## src/rtl/timer_prescaler_if.sv

```systemverilog
// Control/status bundle between the timer
// register block and the count-clock prescaler.
interface timer_prescaler_if #(
  parameter int DIV_W = 4,
  parameter int CKS_W = 2
);
  logic             en;
  logic [CKS_W-1:0] cks;
  logic             presc_clr;
  logic             clk_in;
  logic [DIV_W-1:0] div_cnt;

  modport master (
    output en,
    output cks,
    output presc_clr,
    input  clk_in,
    input  div_cnt
  );

  modport slave (
    input  en,
    input  cks,
    input  presc_clr,
    output clk_in,
    output div_cnt
  );
endinterface

```

## src/rtl/timer_prescaler.sv

```systemverilog
// Count-enable generator for the 8-bit timer:
// divides pclk by 2**(cks+1) into a 1-cycle pulse.
module timer_prescaler #(
  parameter int DIV_W = 4,
  parameter int CKS_W = 2
) (
  input  logic         pclk,
  input  logic         presetn,
  timer_prescaler_if.slave bus
);

  localparam logic [DIV_W-1:0] ONE =
    {{(DIV_W-1){1'b0}}, 1'b1};

  logic [DIV_W-1:0] cnt;
  logic [DIV_W-1:0] mask;
  logic             term;
  logic             tick;

  // Compare only bits [cks:0]; upper bits are don't-care.
  always_comb begin
    mask = '0;
    for (int i = 0; i < DIV_W; i++) begin
      mask[i] = (i <= int'(bus.cks));
    end
  end

  assign term = bus.en
              & ~bus.presc_clr
              & ((cnt & mask) == mask);

  always_ff @(posedge pclk or negedge presetn) begin
    if (!presetn) begin
      cnt  <= '0;
      tick <= 1'b0;
    end else begin
      tick <= term;
      if (bus.presc_clr || !bus.en) begin
        cnt <= '0;
      end else begin
        cnt <= cnt + ONE;
      end
    end
  end

  assign bus.clk_in  = tick;
  assign bus.div_cnt = cnt;

endmodule

```

## src/flat_wrapper.sv

```systemverilog
// flat-port wrapper written by rule: the top's interface ports become plain ports
module timer_prescaler_flat 
#(
  parameter int DIV_W = 4,
  parameter int CKS_W = 2
)
  (pclk, presetn, bus_en, bus_cks, bus_presc_clr, bus_clk_in, bus_div_cnt);
  timer_prescaler_if #(.DIV_W(DIV_W), .CKS_W(CKS_W)) bus_i ();
  input  logic pclk;
  input  logic presetn;
  input wire logic [$bits(bus_i.en)-1:0] bus_en;
  input wire logic [$bits(bus_i.cks)-1:0] bus_cks;
  input wire logic [$bits(bus_i.presc_clr)-1:0] bus_presc_clr;
  output wire logic [$bits(bus_i.clk_in)-1:0] bus_clk_in;
  output wire logic [$bits(bus_i.div_cnt)-1:0] bus_div_cnt;
  assign bus_i.en = bus_en;
  assign bus_i.cks = bus_cks;
  assign bus_i.presc_clr = bus_presc_clr;
  assign bus_clk_in = bus_i.clk_in;
  assign bus_div_cnt = bus_i.div_cnt;
  timer_prescaler #(.DIV_W(DIV_W), .CKS_W(CKS_W)) u_core (.pclk(pclk), .presetn(presetn), .bus(bus_i));
endmodule
```

## config.mk

```make
export PLATFORM = sky130hd
export DESIGN_NAME = timer_prescaler_flat
export DESIGN_NICKNAME = d
export VERILOG_FILES = /design/src/rtl/timer_prescaler_if.sv /design/src/rtl/timer_prescaler.sv /design/src/flat_wrapper.sv
export SDC_FILE = /design/constraint.sdc
export NUM_CORES = 1
export LEC_CHECK = 0
export CORE_AREA = 2 2 39 41
export DETAILED_ROUTE_END_ITERATION = 16
export DIE_AREA = 0 0 41 43
export GPL_TIMING_DRIVEN = 0
export SETUP_SLACK_MARGIN = 0.5
export SLEW_MARGIN = 15
export SYNTH_ARGS = -nofsm -noshare
export SYNTH_HDL_FRONTEND = slang
export SYNTH_SLANG_ARGS = --single-unit
```

## constraint.sdc

```tcl
create_clock -name pclk -period 2.66 [get_ports pclk]
set_input_delay 0.399 -clock pclk [delete_from_list [all_inputs] [get_ports pclk]]
set_output_delay 0.399 -clock pclk [all_outputs]
set_load 0.01 [all_outputs]
```

Yosys cells after proc, flatten, opt, wreduce, memory -nomap -nowiden
Cells that the tools add are included.

Add/sub/neg operators: 1. Magnitude comparators: 3. Equality and inequality tests: 1. Multiplexer cells: 1. Bitwise operators: 4. Reductions and logical operators: 2.

Operator list (number): $add A4 B1 Y4 const B (1); $and A4 B4 Y4 (1); $eq A4 B4 Y1 (1); $le A2 B2 Y1 const A (2); $mux W4 (1); $and A1 B1 Y1 (2); $le A1 B2 Y1 const A (1); $logic_not A1 Y1 (1); $logic_or A1 B1 Y1 (1); $not A1 Y1 (1).

Bits in registers: 5. Output and inout port bits: 5. Logic and storage cells: 14.

Logic depth before layout (Yosys ltp)
Depth in word-level cells: 4. Gate-level depth with buffers: 3.

Worst setup path before layout
No wires, ideal clock.

Kind: input to register. Start point: input bus_cks[1]. End point: register u_core.tick (netlist: u_core.bus.clk_in). Arrival: 0.856 ns. Required time: 2.538 ns. Slack: 1.682 ns. Cell stages on the path: 3. Path buffers: 0. Cells stage by stage: inv_1 o21ai_1 a2111oi_1.

Cells in the longest elaborated chain, start to end: 4. Elaborated cells between the ends (all ways): 6.

RTL lines: from (decl) (line flat_wrapper.sv:12) `input wire logic [$bits(bus_i.cks)-1:0] bus_cks;`; $le A1 B2 Y1 / $le A2 B2 Y1 (equally long branches) (line timer_prescaler.sv:24) `mask[i] = (i <= int'(bus.cks));`; $and A4 B4 Y4 (line timer_prescaler.sv:30) `& ((cnt & mask) == mask);`; $eq A4 B4 Y1 * (line timer_prescaler.sv:30); $and A1 B1 Y1 * (line timer_prescaler.sv:30); via u_core.term (line timer_prescaler.sv:17) `logic term;`; to (signal assigned) (line timer_prescaler.sv:37) `tick <= term;`; to (decl) (line timer_prescaler.sv:18) `logic tick;`.

Mark *: on every way through the listed nets, which the timed path passes. The rest lies on a longest branch.

Final worst setup path
Start point: register u_core.cnt[0] (netlist: u_core.bus.div_cnt[0]). End point: output bus_div_cnt[0].

RTL lines: from (decl) (line timer_prescaler.sv:15) `logic [DIV_W-1:0] cnt;`; from (signal assigned) (line timer_prescaler.sv:41) `cnt <= cnt + ONE;`; to (decl) (line flat_wrapper.sv:15) `output wire logic [$bits(bus_i.div_cnt)-1:0] bus_div_cnt;`.

No word-level cell between the ends.

==> out/metrics.yaml <==
drc: 0
hpwl_um: 321
drv_cap: 0
fp.dieArea_um2: 1760
cellPowerDensity_nw_per_um2: 513
period_needed_ps: 1620
rsz0062_at_grt: "false"
worstPathArrival_ps: 1220
setup_tns_ps: 0
dieHeight_um: 43
avgSynthCellArea_um2: 11.0
cts_setup_buffers: 0
syn_nets: 27
nets: 42
skew_ps: 4.67
ys_seq_area_share_pct: 56.8
drt_wl_total_um: 442
final_cell_mix: "clkdlybuf4s50_1 (10), dfrtp_1 (5), nor2_1 (4)"
worst_setup_path_start_kind: "flip-flop"
cp_max_fo: 5
relSlewSlack_pct: 80.2
timing.final.crit_share_pct: 60.8
ir_worst_vdd_mv: 0.162
numCtsBuffers: 3
slew_viol_final: 0
dr.pass1.iters: 2
clkTransAtPathRegs_ps: 50
antenna_found_initial: 0
p_leak_uw: 0.000162
grt_start_max_net_pins: 6
area_growth_syn_to_layout_pct: 66.5
start_util_pct: 15.9
final_common_cell: "clkdlybuf4s50_1"
drive_gt1_share_pct: 11.8
grt_pass1_vias: 209
tightest_slew_ps: 296
path_class: "flip-flop to output pin"
synth_cells: 20
worst-path-buf-inv: 1
antenna_cells: 0
cts_resized: 0
hold_class: "input pin to asynchronous set/reset pin"
place.gp.congestion: 0.654
vias_per_cell: 3.72
critPathMaxStageDelay_ps: 560
crit_chain: "clkdlybuf4s50_1"
status: "complete, no violations"
cp-end-kind: "output pin"
ioPinCount: 11
drt_iter0_markers: 5
grt_overflow: 0
critPathRequiredTime_ps: 2260
cts_buffer_depth: 2
hold_viol: 0
yosys_register_bits: 5
ant_nets: 0
grtUsageTotal_pct: 7.96
slowest_stage: "clkdlybuf4s50_1"
fp.dieW_um: 41
fin_hold_ws_ps: 380
syn_area_um2: 220
critical-path-top-delay-family: "buffers and inverters"
vias: 186
finalSetupViolCount: 0
ys_warn_count: 0
clk_latency_ps: 240
cts.sinks: 5
rows: 14
yosys.cell_types.count: 11
core_um2: 1380
cts_hold_buf: 0
clockRootBuffer: "clkbuf_4"
max_freq_mhz: 618
grt_pass1_wl_um: 828
avgRoutedWirePerCell_um: 8.84
h-tree-depth: 1
port-buffer-count: 10
tritoncts: "yes"
-- registers in the layout, indices dropped and copies added (netlist names) --
signal,count
u_core.bus.clk_in,1
u_core.bus.div_cnt,4
-- synth_stat cells (all sizes together) --
cell,n,area [um^2]
inv,3,11.3
nand3,1,5.00
dfrtp,5,125
a21oi,1,5.00
o21ai,1,5.00
xnor2,1,8.76
xor2,1,8.76
ha,1,12.5
a2111oi,1,10.0
nand2b,1,13.8
nor2,4,15.0
-- per-stage QoR --
| stage | setup slack [ps] | utilization [%] | cells | cell area (um^2) | power, uW |
|---|---|---|---|---|---|
| floorplan | 1680 | - | 20 | 220 | 86.6 |
| global placement | 1210 | 24.6 | 46 | 340 | 99.7 |
| detailed placement | 1200 | 24.6 | 46 | 340 | 100 |
| CTS | 1030 | 26.5 | 50 | 367 | 195 |
| global route | 985 | 26.5 | 50 | 367 | 202 |
| finish | 1040 | 26.5 | 50 | 367 | 188 |
-- logic make-up after synthesis --
kind of cell | share of synthesized area (%)
buffers and inverters | 5.11
adder cells (fa/ha/maj) | 5.68
XOR/XNOR | 7.96
flip-flops | 56.8
AO/OA/AOI/OAI | 9.09
AND/OR/NAND/NOR | 15.3
-- layer usage --
| layer | GRT usage (%) | up-vias | share of wire (%) |
|---|---|---|---|
| li1 | - | 93 | - |
| met1 | 7.14 | 82 | 45 |
| met2 | 10.0 | 11 | 38 |
| met3 | 8.38 | 0 | 17 |
| met4 | 6.00 | 0 | 0 |
| met5 | 0 | - | 0 |
-- worst paths after layout --
check                      slack [ps]                  start  depth (start not counted)               endpoint
setup / recovery                 1040  u_core.bus.div_cnt[0]                          1         bus_div_cnt[0]
hold / removal                    380                presetn                          1  u_core.bus.div_cnt[2]
setup reg to reg                 1690  u_core.bus.div_cnt[1]                          2      u_core.bus.clk_in
hold reg to reg                   520  u_core.bus.div_cnt[0]                          1  u_core.bus.div_cnt[0]
max in group asynchronous        2080                presetn                          1  u_core.bus.div_cnt[0]
min in group pclk                 520  u_core.bus.div_cnt[0]                          1  u_core.bus.div_cnt[0]
-- worst reg2reg max path, stage by stage, from the launching register on --
cell and delay [ps]:
dfrtp_1 400, o21ai_1 90, a2111oi_1 370
-- where the power goes --
group          leakage [uW]  internal, uW  switching [uW]
clock             0.0000150          56.8            32.4
combinational     0.0000782          11.8            7.00
sequential        0.0000687          77.9            1.99
-- area by class of cell --
cell class              count  area, um^2
inverters                   3        11.3
flip-flops and latches      5         125
well taps                  16        20.0
repair buffers             10         100
multi-input cells          12        83.8
fillers                   150        1020
clock buffers               4        26.3
Power figures use the tool's default switching activity.
